**src/rtl/serial_adder_if.sv**
```systemverilog
`default_nettype none
// ============================================================================
//  Module      : serial_adder_if
//  Description : Start/done handshake and operand/result bundle for the
//                serial_adder. The sub signal exists only when
//                SERIAL_ADDER_SUB_EN is defined.
//  Revision    : 1.0 - initial release
// ============================================================================
interface serial_adder_if #(
    parameter int WIDTH = 8
);
    logic             start;
    logic [WIDTH-1:0] a;
    logic [WIDTH-1:0] b;
    logic             cin;
`ifdef SERIAL_ADDER_SUB_EN
    logic             sub;
`endif
    logic             busy;
    logic             done;
    logic [WIDTH-1:0] sum;
    logic             cout;
    logic             ovf;

`ifdef SERIAL_ADDER_SUB_EN
    modport master (output start, a, b, cin, sub, input busy, done, sum, cout, ovf);
    modport slave  (input start, a, b, cin, sub, output busy, done, sum, cout, ovf);
`else
    modport master (output start, a, b, cin, input busy, done, sum, cout, ovf);
    modport slave  (input start, a, b, cin, output busy, done, sum, cout, ovf);
`endif
endinterface
`default_nettype wire

```
**src/rtl/serial_adder.sv**
```systemverilog
`default_nettype none
// ============================================================================
//  Module      : serial_adder
//  Description : Multi-cycle adder processing DIGIT bits of two WIDTH-bit
//                operands per clock with a registered inter-digit carry.
//                Optional subtract mode enabled by defining
//                SERIAL_ADDER_SUB_EN.
//  Revision    : 1.0 - initial release
// ============================================================================
module serial_adder #(
    parameter int WIDTH = 8,
    parameter int DIGIT = 1
) (
    input  wire logic     clk,
    input  wire logic     rst,
    serial_adder_if.slave bus
);

    localparam int c_digits = WIDTH / DIGIT;
    localparam int c_cnt_w  = (c_digits > 1) ? $clog2(c_digits) : 1;
    localparam logic [c_cnt_w-1:0] c_last_cnt = c_cnt_w'(c_digits - 1);

    localparam logic [1:0] c_idle = 2'd0;
    localparam logic [1:0] c_run  = 2'd1;
    localparam logic [1:0] c_done = 2'd2;

    logic [1:0]         r_state;
    logic [1:0]         w_next_state;
    logic [WIDTH-1:0]   r_a;
    logic [WIDTH-1:0]   r_b;
    logic               r_carry;
    logic [c_cnt_w-1:0] r_cnt;
    logic [WIDTH-1:0]   r_sum;
    logic               r_cout;
    logic               r_ovf;

    logic               w_accept;
    logic               w_last;
    logic [WIDTH-1:0]   w_b_in;
    logic               w_c_in;
    logic [DIGIT:0]     w_dsum;
    logic               w_msb_cin;
    logic [WIDTH-1:0]   w_acc_next;

    // A start is only honoured when no operation is in flight
    assign w_accept = bus.start && ((r_state == c_idle) || (r_state == c_done));
    assign w_last   = (r_state == c_run) && (r_cnt == c_last_cnt);

`ifdef SERIAL_ADDER_SUB_EN
    // Subtraction as a + ~b + 1; cin is ignored in that mode
    assign w_b_in = bus.sub ? ~bus.b : bus.b;
    assign w_c_in = bus.sub ? 1'b1   : bus.cin;
`else
    assign w_b_in = bus.b;
    assign w_c_in = bus.cin;
`endif

    // One digit of ripple addition on the low bits of the shift registers
    assign w_dsum = {1'b0, r_a[DIGIT-1:0]} + {1'b0, r_b[DIGIT-1:0]}
                  + {{DIGIT{1'b0}}, r_carry};

    // Carry into the digit's top bit recovered from that bit's sum equation;
    // on the final digit this is the carry into bit WIDTH-1
    assign w_msb_cin = r_a[DIGIT-1] ^ r_b[DIGIT-1] ^ w_dsum[DIGIT-1];

    // Result digits enter from the MSB end; once all digits are in, the
    // assembled word is aligned and goes straight to the sum register
    generate
        if (DIGIT == WIDTH) begin : g_acc_single
            assign w_acc_next = w_dsum[DIGIT-1:0];
        end else begin : g_acc_shift
            // Holds the first N-1 digits; the last digit never needs storing
            logic [WIDTH-DIGIT-1:0] r_acc;

            assign w_acc_next = {w_dsum[DIGIT-1:0], r_acc};

            // Shift partial result toward the LSB as each digit completes
            always_ff @(posedge clk or posedge rst) begin
                if (rst) begin
                    r_acc <= '0;
                end else if (r_state == c_run) begin
                    r_acc <= w_acc_next[WIDTH-1:DIGIT];
                end
            end
        end
    endgenerate

    // State register
    always_ff @(posedge clk or posedge rst) begin
        if (rst) begin
            r_state <= c_idle;
        end else begin
            r_state <= w_next_state;
        end
    end

    // Next-state logic: start is ignored while running
    always_comb begin
        w_next_state = r_state;
        case (r_state)
            c_idle:  if (bus.start) w_next_state = c_run;
            c_run:   if (r_cnt == c_last_cnt) w_next_state = c_done;
            c_done:  w_next_state = bus.start ? c_run : c_idle;
            default: w_next_state = c_idle;
        endcase
    end

    // Moore handshake outputs decoded from state
    always_comb begin
        bus.busy = 1'b0;
        bus.done = 1'b0;
        case (r_state)
            c_run:   bus.busy = 1'b1;
            c_done:  bus.done = 1'b1;
            default: ;
        endcase
    end

    // Operand capture, digit-serial datapath and result publication
    always_ff @(posedge clk or posedge rst) begin
        if (rst) begin
            r_a     <= '0;
            r_b     <= '0;
            r_carry <= 1'b0;
            r_cnt   <= '0;
            r_sum   <= '0;
            r_cout  <= 1'b0;
            r_ovf   <= 1'b0;
        end else if (w_accept) begin
            r_a     <= bus.a;
            r_b     <= w_b_in;
            r_carry <= w_c_in;
            r_cnt   <= '0;
        end else if (r_state == c_run) begin
            r_a     <= r_a >> DIGIT;
            r_b     <= r_b >> DIGIT;
            r_carry <= w_dsum[DIGIT];
            r_cnt   <= r_cnt + c_cnt_w'(1);
            if (w_last) begin
                r_sum  <= w_acc_next;
                r_cout <= w_dsum[DIGIT];
                r_ovf  <= w_msb_cin ^ w_dsum[DIGIT];
            end
        end
    end

    assign bus.sum  = r_sum;
    assign bus.cout = r_cout;
    assign bus.ovf  = r_ovf;

endmodule
`default_nettype wire
```
**src/flat_wrapper.sv**
```systemverilog
// flat-port wrapper written by rule: the top's interface ports become plain ports
module serial_adder_flat 
#(
    parameter int WIDTH = 8,
    parameter int DIGIT = 1
)
  (clk, rst, bus_start, bus_a, bus_b, bus_cin, bus_busy, bus_done, bus_sum, bus_cout, bus_ovf);
  serial_adder_if #(.WIDTH(WIDTH)) bus_i ();
  input  wire logic clk;
  input  wire logic rst;
  input wire logic [$bits(bus_i.start)-1:0] bus_start;
  input wire logic [$bits(bus_i.a)-1:0] bus_a;
  input wire logic [$bits(bus_i.b)-1:0] bus_b;
  input wire logic [$bits(bus_i.cin)-1:0] bus_cin;
  output wire logic [$bits(bus_i.busy)-1:0] bus_busy;
  output wire logic [$bits(bus_i.done)-1:0] bus_done;
  output wire logic [$bits(bus_i.sum)-1:0] bus_sum;
  output wire logic [$bits(bus_i.cout)-1:0] bus_cout;
  output wire logic [$bits(bus_i.ovf)-1:0] bus_ovf;
  assign bus_i.start = bus_start;
  assign bus_i.a = bus_a;
  assign bus_i.b = bus_b;
  assign bus_i.cin = bus_cin;
  assign bus_busy = bus_i.busy;
  assign bus_done = bus_i.done;
  assign bus_sum = bus_i.sum;
  assign bus_cout = bus_i.cout;
  assign bus_ovf = bus_i.ovf;
  serial_adder #(.WIDTH(WIDTH), .DIGIT(DIGIT)) u_core (.clk(clk), .rst(rst), .bus(bus_i));
endmodule
```
**config.mk**
```make
export PLATFORM = sky130hd
export DESIGN_NAME = serial_adder_flat
export DESIGN_NICKNAME = d
export VERILOG_FILES = /design/src/rtl/serial_adder_if.sv /design/src/rtl/serial_adder.sv /design/src/flat_wrapper.sv
export SDC_FILE = /design/constraint.sdc
export NUM_CORES = 1
export LEC_CHECK = 0
export ABC_AREA = 0
export BUFFER_PORTS_ARGS = -buffer_cell sky130_fd_sc_hd__buf_2
export CAP_MARGIN = 30
export CORE_MARGIN = 2
export CORE_UTILIZATION = 51
export CTS_BUF_LIST = sky130_fd_sc_hd__clkbuf_8
export CTS_CLUSTER_SIZE = 24
export DETAILED_ROUTE_END_ITERATION = 6
export GPL_ROUTABILITY_DRIVEN = 0
export PLACE_DENSITY = 0.77
export SYNTH_ARGS = -nofsm -noshare
export SYNTH_HDL_FRONTEND = slang
export SYNTH_SLANG_ARGS = --single-unit
export TNS_END_PERCENT = 1
```
**constraint.sdc**
```tcl
create_clock -name clk -period 1.39 [get_ports clk]
set_input_delay 0 -clock clk [delete_from_list [all_inputs] [get_ports clk]]
set_output_delay 0 -clock clk [all_outputs]
set_load 0.01 [all_outputs]
```
Word level (Yosys, flattened, before mapping)
Index checks and enable logic that the tools add are counted.
- latch bits: 0
- memory bits (read-only): 0
- output and inout port bits: 12
- memories: 0
- input port bits: 20
- register bits after elaboration: 39
- logic and storage cells: 42
- RAM bits: 0
- order comparisons: 0
- eq/ne operators: 5
- $add $sub $neg: 3
- muxes and demuxes: 14
- shifts and indexed selects: 0
- divide/modulo/power cells: 0
- reduce and logical (&&, ||, !) cells: 7
- $mul: 0
- bitwise gates (word level): 4
- operators with widths (kind ; count):
    $mux 8 ; 4
    $mux 3 ; 2
    $pmux 2 s3 ; 1
    $mux 1 ; 5
    $mux 2 ; 2
    $ne 2x2->1 const B ; 2
    $add 3x1->3 const B ; 1
    $eq 3x3->1 const B ; 1
    $reduce_and 3->1 ; 1
    $xor 1x1->1 ; 3
    $add 1x1->2 ; 1
    $add 2x1->2 ; 1
    $eq 2x1->1 const B ; 1
    $eq 2x2->1 const B ; 1
    $logic_and 1x1->1 ; 2
    $logic_not 2->1 ; 1
    $reduce_and 2->1 ; 1
    $reduce_bool 2->1 ; 1
    $logic_or 1x1->1 ; 1
    $not 1->1 ; 1

Depth between registers and ports, before layout
Gate-level depths: netlist of the first run.
- depth after elaboration: 5
- gate-level depth with buffers: 6
- gate-level depth less buffers: 5

Worst setup path before layout of the first run
OpenSTA, ideal clock, no wires.
- path type: register -> register
- from: register u_core.r_cnt[0]
- to: register u_core.r_sum[0] (netlist: u_core.bus.sum[0])
- buffers on the path: 1
- stages on the path, launching flop included: 6
- library setup time: 0.125 ns
- setup slack: -0.093 ns
- clock period less this slack: 1.483 ns
- data arrival time: 1.359 ns
- data required time: 1.265 ns
- cells stage by stage: dfrtp_1 > ha_1 > ha_1 > nand3b_1 > buf_4 > mux2_2
- cells in the longest elaborated chain, start to end: 3
- RTL lines (item ; RTL line ; source):
    start, declared ; serial_adder.sv:32 ; logic [c_cnt_w-1:0] r_cnt;
    start signal, assigned ; serial_adder.sv:138 ; r_cnt <= r_cnt + c_cnt_w'(1);
    $eq 3x3->1 ; serial_adder.sv:47 ; assign w_last = (r_state == c_run) && (r_cnt == c_last_cnt);
    $logic_and 1x1->1 ; serial_adder.sv:47 ;
    $reduce_and 3->1 (no source line) ; -- ;
    end signal, assigned ; serial_adder.sv:140 ; r_sum <= w_acc_next;
    end, declared ; serial_adder.sv:33 ; logic [WIDTH-1:0] r_sum;
Every way passes these cells.
A chain may end at the register's enable or synchronous reset.

Worst setup path after layout of the first run
- from: register u_core.r_cnt[1]
- to: register u_core.r_sum[1] (netlist: u_core.bus.sum[1])
Same word-level chain as after synthesis.

==> run_results.csv, run 1 <==
group,metric,value,unit
outcome,status,"complete, but fails checks",
outcome,violations,"setup timing",
yosys,synth_seq_cells,39,
floorplan,fp.coreArea,3100,um^2
floorplan,die-area,3770,um^2
finish,antenna-diode-count,0,
floorplan,initial_core_util,54.2,%
clock_network,insertion_delay,0.28,ns
critical_path,path_buf_inv,1,
yosys,ys_types,21,
power_and_ir_drop,seq_power_share,39.4,%
yosys,ys_warn_count,0,
critical_path,crit_path_end_kind,"register",
floorplan,die_h,61.4,um
global_route,grt-ovfl-total,0,
clock_network,cts_sinks,39,
clock_network,cts_tree,"yes",
clock_network,numCtsBuffers,5,
timing,worst_pin_slew,0.476,ns
timing,setup_viol,11,
yosys,synth_fp_nets,146,
critical_path,cp.required,1.56,ns
critical_path,cpMaxStageDelayCell,"dfrtp_1",
worst_hold_path,holdCritStartpoint,"bus_a[5]",
critical_path,rr_worst_depth,5,
timing,period_share,103,%
timing,final.setup.tns,-0.386,ns
power_and_ir_drop,pwr-share-comb,47.3,%
finish,final.fill_count,243,
routing,drtAntennaViolNets,0,
critical_path,cp_top_family,"flip-flops",
timing,fin_worst_skew,0.00372,ns
power_and_ir_drop,power.density,2310,nW/um^2
floorplan,dieWidth,61.4,um
timing,timing.final.crit_period,1.43,ns
yosys,synth_fa_ha_area_share,2.68,%
clock_network,cts_htree_levels,2,
finish,post_route_cells_drive_above_1_share,40.8,%
routing,vias,1129,
yosys,synth_ff_type,"dfrtp_1",
critical_path,path_max_fanout,8,
power_and_ir_drop,p_int,3.43,mW
global_route,antenna_found_initial,0,
timing,slew_violations,0,
placed_design,place_ws,-0.0711,ns
timing,worst_slack,-0.0385,ns
yosys,synth_xor_xnor_area_share,1.56,%
floorplan,rows,20,
critical_path,reg2reg_slack,-0.04,ns
yosys,synthArstFlopShare,100,%
clock_network,clockBufferDepth,2,
routing,first_pass_iters,4,
power_and_ir_drop,sw_frac_of_total,32.0,%
routing,wirelength,2970,um
yosys,synthCells,123,
power_and_ir_drop,clkPwrFrac,13.3,%
yosys,yosys.area_share.simple,4.24,%
finish,stdcell_count,223,
timing,slew_headroom,68.2,%
finish,area_delta_synth_final,30.0,%
routing,via_per_inst,5.06,
placed_design,place_inst,203,
timing,finalHoldViolCount,0,
critical_path,cpPeakStageDelay,0.38,ns
routing,wl_per_cell,13.3,um
placed_design,place_hpwl,2030,um
global_route,grt_max_degree,40,
critical_path,reg2reg_from,"u_core.r_cnt[1]",
critical_path,crit_type,"register to register",
power_and_ir_drop,ir_drop,1160,uV
yosys,synth_edf_count,0,
placed_design,io_buffers,31,
clock_network,clk_pin_slew,0.06,ns
yosys,synth_top_family_by_area,"multiplexers",
power_and_ir_drop,p_leak,1.15,nW
critical_path,r2r_end,"u_core.bus.sum[1]",
global_route,grt_pass1_vias,1135,
yosys,ys_seq_area_share,58.0,%
global_route,groute.usage.overall,18.3,%
yosys,netlist_area,1680,um^2
critical_path,start_kind,"register",
worst_hold_path,holdPathEnd,"u_core.r_a[5]",
timing,rsz0062_at_grt,"true",
routing,post-route-drc-count,0,
yosys,synth_mux_area_share,16.1,%
critical_path,crit_path_cell_trace,"ha_2 -> ha_4 -> nand3b_1 -> buf_6 -> mux2_4",
routing,drtIter0Drc,30,
worst_hold_path,hp-class,"primary input to register",
power_and_ir_drop,p_sw,1.61,mW
floorplan,ios,32,
job,maxCapViolations,0,
critical_path,arrival,1.60,ns
global_route,grt_pass1_wl,4900,um
clock_network,ctsRootBufferMaster,"clkbuf_8",
finish,fin_nets,203,
worst_hold_path,holdPathStages,3,
yosys,syn_area_per_cell,13.7,um^2
timing,fmax,0.700,GHz
yosys,synth_compound_area_share,12.1,%
metal layers:
layer  GRT usage, %  vias to the layer above  share of wire, %
met5              0                        -                 0
li1               -                      542                 -
met2           31.0                       27                52
met3           5.04                        7               3.9
met4           9.12                        0               1.8
met1           21.3                      553                43
worst max path at each step:
stage | depth (start not counted) | from | slack [ns] | endpoint
2_1_floorplan | 5 | u_core.r_cnt[1] | -0.03 | u_core.bus.sum[0]
3_3_place_gp | 5 | u_core.r_cnt[1] | -0.05 | u_core.bus.sum[1]
3_5_place_dp | 3 | u_core.r_state[0] | -0.07 | u_core.r_cnt[0]
4_1_cts | 5 | u_core.r_cnt[0] | -0.06 | u_core.bus.sum[6]
5_1_grt | 4 | u_core.r_carry | -0.09 | u_core.bus.ovf
6_report | 5 | u_core.r_cnt[1] | -0.04 | u_core.bus.sum[1]
timing repair:
action / CTS / global route
buffers inserted: 0 / 3
pin swaps: 2 / 4
endpoints found under the setup margin: 23 / 13
hold buffers: 11 / 0
gates resized for setup: 3 / 2
hold endpoints to repair: 49 / 0
Yosys cell counts (3+ instances only):
master | instances | area, um^2
xnor2_1 | 3 | 26.3
a21o_1 | 9 | 67.6
mux2_2 | 17 | 191
o21ai_1 | 7 | 35.0
inv_1 | 3 | 11.3
a22o_1 | 11 | 96.3
nand2_1 | 8 | 30.0
dfrtp_1 | 39 | 976
mux2i_1 | 8 | 80.1
area by class of cell:
cell class / instances / area, um^2 / share of cell area [%]
Sequential cell: 39 / 976 / 44.6
Multi-Input combinational cell: 73 / 666 / 30.5
Timing Repair Buffer: 58 / 405 / 18.5
Clock buffer: 5 / 68.8 / 3.15
Tap cell: 44 / 55.1 / 2.52
Inverter: 3 / 11.3 / 0.515
Clock inverter: 1 / 3.75 / 0.172
per-stage QoR:
stage,util [%],cell area (um^2),power (mW),hold WS [ns]
CTS,69.6,2160,5.02,0.0132
floorplan,-,1730,3.69,0.122
global route,70.4,2190,5.43,0.0232
global placement,63.4,1970,4.16,0.133
finish,70.4,2190,5.04,0.0179
detailed placement,63.4,1970,4.28,0.140
cell families after synthesis:
kind of cell | after synthesis
AND/OR/NAND/NOR | 14
adder cells (fa/ha/maj) | 3
flip-flops | 39
XOR/XNOR | 3
buffers and inverters | 11
multiplexers | 25
AO/OA/AOI/OAI | 28
worst min-delay path: cells and delay by family:
kind / cells / cell delay (ns)
AOI/OAI and AO/OA: 2 / 0.19
buffers and inverters: 1 / 0.08
power by group through the flow:
stage | clock network, mW | registers, mW | logic [mW]
floorplan | 0 | 2.01 | 1.68
global placement | 0 | 1.97 | 2.19
detailed placement | 0 | 2.00 | 2.27
CTS | 0.696 | 1.99 | 2.34
global route | 0.756 | 2.05 | 2.63
finish | 0.668 | 1.99 | 2.39
sequential cells by signal, summed over array words and instances, names as in the netlist:
| name | flops |
|---|---|
| u_core.bus.cout | 1 |
| u_core.bus.sum | 8 |
| u_core.r_b | 8 |
| u_core.r_cnt | 3 |
| u_core.g_acc_shift.r_acc | 7 |
| u_core.r_a | 8 |
| u_core.r_carry | 1 |
| u_core.bus.ovf | 1 |
| u_core.r_state | 2 |
placed cells by master (no fill, tap or decap):
cell / count
inv_1: 4
dlygate4sd3_1: 11
ha_4: 1
nor2_2: 1
a22o_1: 11
dfrtp_1: 39
buf_6: 2
mux2_4: 8
ha_2: 1
buf_4: 13
buf_12: 1
nand3b_1: 1
mux2_2: 9
nor2b_1: 2
nor2b_4: 1
nand2_1: 8
clkbuf_8: 5
buf_2: 31
a21o_1: 9
nor2_1: 1
xnor2_1: 3
fa_1: 1
o21ai_1: 8
mux2i_1: 8
Note: power is estimated with default switching activity, not from simulation.
==> run 2, diff against run 1 <==
--- a/config.mk
+++ b/config.mk
@@ -8,7 +8,6 @@
 export ABC_AREA = 0
 export BUFFER_PORTS_ARGS = -buffer_cell sky130_fd_sc_hd__buf_2
 export CAP_MARGIN = 30
-export CORE_MARGIN = 2
 export CORE_UTILIZATION = 51
 export CTS_BUF_LIST = sky130_fd_sc_hd__clkbuf_8
 export CTS_CLUSTER_SIZE = 24
==> constraint.sdc (replaced) <==
create_clock -name clk -period 1.39 [get_ports clk]
set_input_delay 0 -clock clk [delete_from_list [all_inputs] [get_ports clk]]
set_output_delay 0 -clock clk [all_outputs]
set_load 0.05 [all_outputs]
==> run 2 against run 1 <==
  * Worst setup slack got worse by 0.022 ns
  * Clock power about the same
  * Via count decreased by 1.9%
  * Hold slack lost 0.0056 ns
  * Combinational power rose by 21%
  * Critical endpoint is now u_core.bus.ovf
  * Flip-flop and latch count stayed put
  * Core utilization is 0.89 points lower
  * The run still ends with setup timing left
==> run_results.csv, run 2 (synthesis results as in run 1) <==
group,metric,value,unit
outcome,status,"complete, but fails checks",
outcome,violations,"setup timing",
floorplan,ios,32,
routing,vias,1107,
finish,final_cell_mix,"39 x dfrtp_1, 30 x buf_2, 11 x a22o_1",
job,maxCapViolations,0,
floorplan,dieWidth,59.4,um
finish,final_area,2160,um^2
clock_network,cts_tree,"yes",
critical_path,cp.required,1.56,ns
timing,period_share,104,%
critical_path,start_kind,"register",
critical_path,path_max_fanout,2,
global_route,antenna_found_initial,0,
placed_design,place_area,1960,um^2
global_route,grt_max_degree,40,
timing,fmax,0.690,GHz
timing,worst_slack,-0.0601,ns
clock_network,cts_htree_levels,2,
finish,fin_nets,198,
timing,slew_headroom,67.9,%
critical_path,reg2reg_from,"u_core.r_carry",
power_and_ir_drop,p_leak,1.13,nW
clock_network,ctsRootBufferMaster,"clkbuf_8",
worst_hold_path,holdPathStages,3,
critical_path,crit_type,"register to register",
floorplan,die_h,59.4,um
timing,timing.final.crit_period,1.45,ns
timing,finalHoldViolCount,0,
floorplan,die-area,3530,um^2
timing,fin_worst_skew,0.00149,ns
timing,slew_violations,0,
finish,multi_input_area,676,um^2
power_and_ir_drop,power.density,2570,nW/um^2
routing,drtIter0Drc,27,
clock_network,clk_pin_slew,0.07,ns
finish,final_common_cell,"dfrtp_1",
placed_design,place_hpwl,2020,um
critical_path,cp-startpoint,"u_core.r_carry",
routing,first_pass_iters,4,
finish,area_delta_synth_final,28.3,%
global_route,grt-ovfl-total,0,
floorplan,rows,20,
floorplan,initial_core_util,54.2,%
global_route,groute.usage.overall,20.2,%
finish,post_route_cells_drive_above_1_share,40.8,%
global_route,grt_pass1_vias,1106,
clock_network,cts_sinks,39,
timing,setup_viol,11,
finish,final.fill_count,240,
placed_design,io_buffers,31,
clock_network,insertion_delay,0.28,ns
critical_path,r2r_end,"u_core.bus.ovf",
critical_path,rr_worst_depth,4,
routing,wirelength,3000,um
routing,via_per_inst,5.08,
routing,drtAntennaViolNets,0,
power_and_ir_drop,totalPowerFinal,5.56,mW
worst_hold_path,hp-class,"primary input to register",
clock_network,clockBufferDepth,2,
floorplan,fp.coreArea,3100,um^2
timing,worst_pin_slew,0.481,ns
global_route,grt_pass1_wl,5020,um
finish,final_util,69.6,%
routing,post-route-drc-count,0,
finish,regArea,976,um^2
clock_network,numCtsBuffers,5,
critical_path,arrival,1.62,ns
critical_path,crit_path_end_kind,"register",
critical_path,reg2reg_slack,-0.06,ns
routing,wl_per_cell,13.8,um
clock_network,post-cts-setup-buffers,0,
finish,antenna-diode-count,0,
worst_hold_path,holdPathEnd,"u_core.r_a[4]",
worst_hold_path,holdCritStartpoint,"bus_a[4]",
power_and_ir_drop,ir_drop,1410,uV
timing,rsz0062_at_grt,"true",
## run 2: worst max-delay path: stages (launching register included)
cell and delay (ns):
dfrtp_1 0.41, fa_2 0.61, xnor2_2 0.12, xnor2_1 0.13
o21ai_1 0.07
## run 2: metal layers
layer	vias up	track usage, %	routed length [um]
li1	532	-	-
met2	26	34.5	1670
met4	0	7.14	24
met5	-	0	0
met1	547	23.6	1210
met3	2	6.55	92
## run 2: metrics by stage
stage                     std cells  hold WS [ns]  worst slack [ns]  setup TNS, ns
after floorplan                 123         0.122           -0.0274         -0.210
after CTS                       218       0.00282           -0.0535         -0.528
after global placement          202         0.135           -0.0456         -0.365
after detailed placement        202         0.139           -0.0757         -0.793
final                           218        0.0123           -0.0601         -0.499
after global routing            218       0.00663            -0.109         -0.935
## run 2: worst max path at each step
stage,to,slack [ns],cells past startpoint
after floorplan,u_core.bus.sum[0],-0.03,5
after global placement,u_core.bus.sum[1],-0.05,5
after detailed placement,u_core.r_cnt[0],-0.08,3
after CTS,u_core.bus.sum[7],-0.05,3
after global routing,u_core.bus.ovf,-0.11,4
final,u_core.bus.ovf,-0.06,4
## run 2: final cells by class
class                           count  share of cell area [%]
Clock inverter                      1                   0.174
Timing Repair Buffer               53                    17.0
Tap cell                           44                    2.55
Sequential cell                    39                    45.2
Multi-Input combinational cell     73                    31.3
Clock buffer                        5                    3.19
Inverter                            3                   0.522
## run 2: repair_timing
item	in CTS	in global routing
hold buffers	10	0
cloned	0	0
endpoints found under the hold margin	48	0
endpoints found under the setup margin	22	14
pin swaps	2	2
gates resized for setup	4	4
## run 2: report_power, final
part | total [mW] | switching, mW | internal, mW | leakage [nW]
clock | 0.667 | 0.340 | 0.326 | 0.0413
combinational | 2.89 | 1.46 | 1.43 | 0.603
sequential | 2.00 | 0.329 | 1.67 | 0.484
total | 5.56 | 2.13 | 3.43 | 1.13
==> run 3, diff against run 2 <==
--- a/config.mk
+++ b/config.mk
@@ -8,12 +8,14 @@
 export ABC_AREA = 0
 export BUFFER_PORTS_ARGS = -buffer_cell sky130_fd_sc_hd__buf_2
 export CAP_MARGIN = 30
-export CORE_UTILIZATION = 51
+export CELL_PAD_IN_SITES_DETAIL_PLACEMENT = 2
+export CELL_PAD_IN_SITES_GLOBAL_PLACEMENT = 2
+export CORE_UTILIZATION = 35
 export CTS_BUF_LIST = sky130_fd_sc_hd__clkbuf_8
 export CTS_CLUSTER_SIZE = 24
 export DETAILED_ROUTE_END_ITERATION = 6
 export GPL_ROUTABILITY_DRIVEN = 0
-export PLACE_DENSITY = 0.77
+export PLACE_DENSITY_LB_ADDON = 0.1
 export SYNTH_ARGS = -nofsm -noshare
 export SYNTH_HDL_FRONTEND = slang
 export SYNTH_SLANG_ARGS = --single-unit
==> run 3 against run 2 <==
  * The flow finishes with violations (DRC, hold timing, setup timing)
  * Via count grew 2.7%
  * Final cell count rose by 3.2%
  * Hold slack lost 0.014 ns
  * Global-route usage fell by 3.8 points
  * Combinational power about the same
  * Worst setup slack worse by 0.042 ns
  * Routed wire length up 23%
  * Non-clock buffer count down 3
  * Flip-flop and latch count unchanged
  * Largest cell class unchanged
  * Largest power group unchanged
  * Highest routed layer unchanged
==> run_results.csv, run 3 (synthesis results as in run 1) <==
group,metric,value,unit
power_and_ir_drop,totalPowerFinal,5.87,mW
global_route,grt_pass1_vias,1318,
power_and_ir_drop,seq_power_share,34.1,%
finish,final_cell_mix,"39 x dfrtp_1, 30 x buf_2, 11 x a22o_1",
power_and_ir_drop,p_leak,1.14,nW
routing,vias,1137,
global_route,grt_util_met3,2.95,%
timing,setup_viol,10,
global_route,use_met2,29.7,%
timing,rsz0062_at_grt,"true",
critical_path,cpMaxStageDelayCell,"dfrtp_1",
clock_network,clk_pin_slew,0.07,ns
power_and_ir_drop,p_sw,2.24,mW
finish,area_delta_synth_final,30.7,%
critical_path,crit_path_cell_trace,"ha_2 -> ha_4 -> nand3b_1 -> buf_12 -> mux2_2",
worst_hold_path,hp-class,"primary input to register",
floorplan,die-area,5090,um^2
timing,fmax,0.670,GHz
clock_network,cts_htree_levels,2,
clock_network,cts_tree,"yes",
power_and_ir_drop,p_int,3.64,mW
floorplan,initial_core_util,37.6,%
outcome,status,"complete, but fails checks",
routing,drtAntennaViolNets,0,
power_and_ir_drop,sw_frac_of_total,38.1,%
routing,drtIter0Drc,15,
timing,fin_worst_skew,0.00311,ns
finish,post_route_cells_drive_above_1_share,42.2,%
global_route,antenna_found_initial,0,
clock_network,cts_sinks,39,
placed_design,place_ws,-0.175,ns
power_and_ir_drop,pwr-share-comb,49.4,%
critical_path,crit_type,"register to register",
global_route,grt_pass1_wl,6350,um
clock_network,insertion_delay,0.28,ns
outcome,violations,"DRC, hold timing, setup timing",
floorplan,rows,24,
clock_network,numCtsBuffers,5,
global_route,grt_max_degree,40,
timing,finalHoldViolCount,1,
finish,multi_input_area,678,um^2
placed_design,io_buffers,31,
finish,regArea,976,um^2
timing,worst_slack,-0.102,ns
global_route,groute.usage.overall,16.4,%
timing,period_share,107,%
routing,via_per_inst,5.05,
floorplan,ios,32,
critical_path,arrival,1.66,ns
clock_network,clockBufferDepth,2,
global_route,top_usage_layer,"met2",
routing,first_pass_iters,5,
routing,post-route-drc-count,1,
timing,slew_violations,0,
critical_path,path_buf_inv,1,
critical_path,reg2reg_slack,-0.10,ns
finish,antenna-diode-count,0,
clock_network,post-cts-setup-buffers,0,
timing,worst_pin_slew,0.507,ns
critical_path,start_kind,"register",
global_route,grt_use_met1,19.3,%
routing,wirelength,3690,um
placed_design,place_hpwl,2500,um
finish,fin_nets,195,
power_and_ir_drop,power.density,2670,nW/um^2
timing,timing.final.crit_period,1.49,ns
critical_path,path_max_fanout,12,
power_and_ir_drop,clkPwrFrac,16.4,%
critical_path,cp.required,1.56,ns
floorplan,dieWidth,71.3,um
floorplan,die_h,71.3,um
critical_path,cp_top_family,"flip-flops",
critical_path,cpPeakStageDelay,0.39,ns
routing,wl_per_cell,16.4,um
power_and_ir_drop,ir_drop,929,uV
clock_network,ctsRootBufferMaster,"clkbuf_8",
floorplan,fp.coreArea,4470,um^2
timing,holdWs,-0.00137,ns
timing,slew_headroom,66.2,%
critical_path,crit_path_end_kind,"register",
finish,final_common_cell,"dfrtp_1",
global_route,grt-ovfl-total,0,
finish,final.fill_count,444,
job,maxCapViolations,0,
==> run 3: metal layers <==
layer | routed length, um | share of wire (%) | vias to the layer above
met1 | 1560 | 42 | 583
met4 | 54 | 1.5 | 0
met2 | 1970 | 53 | 23
met5 | 0 | 0 | -
li1 | - | - | 525
met3 | 100 | 2.7 | 6
==> run 3: final timing paths <==
| path | cells past startpoint | end | start |
|---|---|---|---|
| setup reg to reg | 5 | u_core.bus.sum[7] | u_core.r_cnt[0] |
| max in group asynchronous | 4 | u_core.bus.sum[5] | rst |
| hold / removal | 3 | u_core.r_b[7] | bus_b[7] |
| hold reg to reg | 1 | u_core.r_a[4] | u_core.r_a[4] |
| min in group asynchronous | 4 | u_core.r_b[6] | rst |
| setup / recovery | 5 | u_core.bus.sum[7] | u_core.r_cnt[0] |
==> run 3: cell type report <==
| class | instances | share of cell area [%] |
|---|---|---|
| Tap cell | 52 | 2.96 |
| Sequential cell | 39 | 44.4 |
| Clock inverter | 2 | 1.59 |
| Clock buffer | 6 | 3.76 |
| Multi-Input combinational cell | 73 | 30.8 |
| Inverter | 3 | 0.512 |
| Timing Repair Buffer | 50 | 15.9 |
==> run 3: what timing repair did <==
item / in CTS / in global routing
endpoints found under the setup margin: 23 / 15
resized for setup: 5 / 5
endpoints found under the hold margin: 47 / 0
hold buffers: 9 / 0
pin swaps: 3 / 2
==> run 3: worst register-to-register path: cells and delay by family, from the launching register on <==
| family | cells | cell delay (ns) |
|---|---|---|
| fa+ha+maj | 2 | 0.36 |
| mux | 1 | 0.34 |
| buf+inv | 1 | 0.16 |
| simple gates | 1 | 0.13 |
| flops | 1 | 0.39 |
==> run 3: stage by stage <==
step / util [%] / TNS, ns / cells / instance area, um^2
3_5_place_dp: 43.7 / -2.20 / 208 / 1960
4_1_cts: 48.7 / -0.873 / 225 / 2180
5_1_grt: 49.1 / -1.31 / 225 / 2200
6_report: 49.1 / -0.695 / 225 / 2200
3_3_place_gp: 43.7 / -0.499 / 208 / 1960
2_1_floorplan: - / -0.210 / 123 / 1730
==> run 3: power by group through the flow <==
stage          Sequential [mW]  Clock [mW]  Combinational, mW
5_1_grt                   2.08        1.05               3.16
3_5_place_dp              2.03           0               2.74
3_3_place_gp              1.98           0               2.64
2_1_floorplan             2.43           0               1.74
4_1_cts                   2.02        1.00               2.85
6_report                  2.00       0.965               2.90
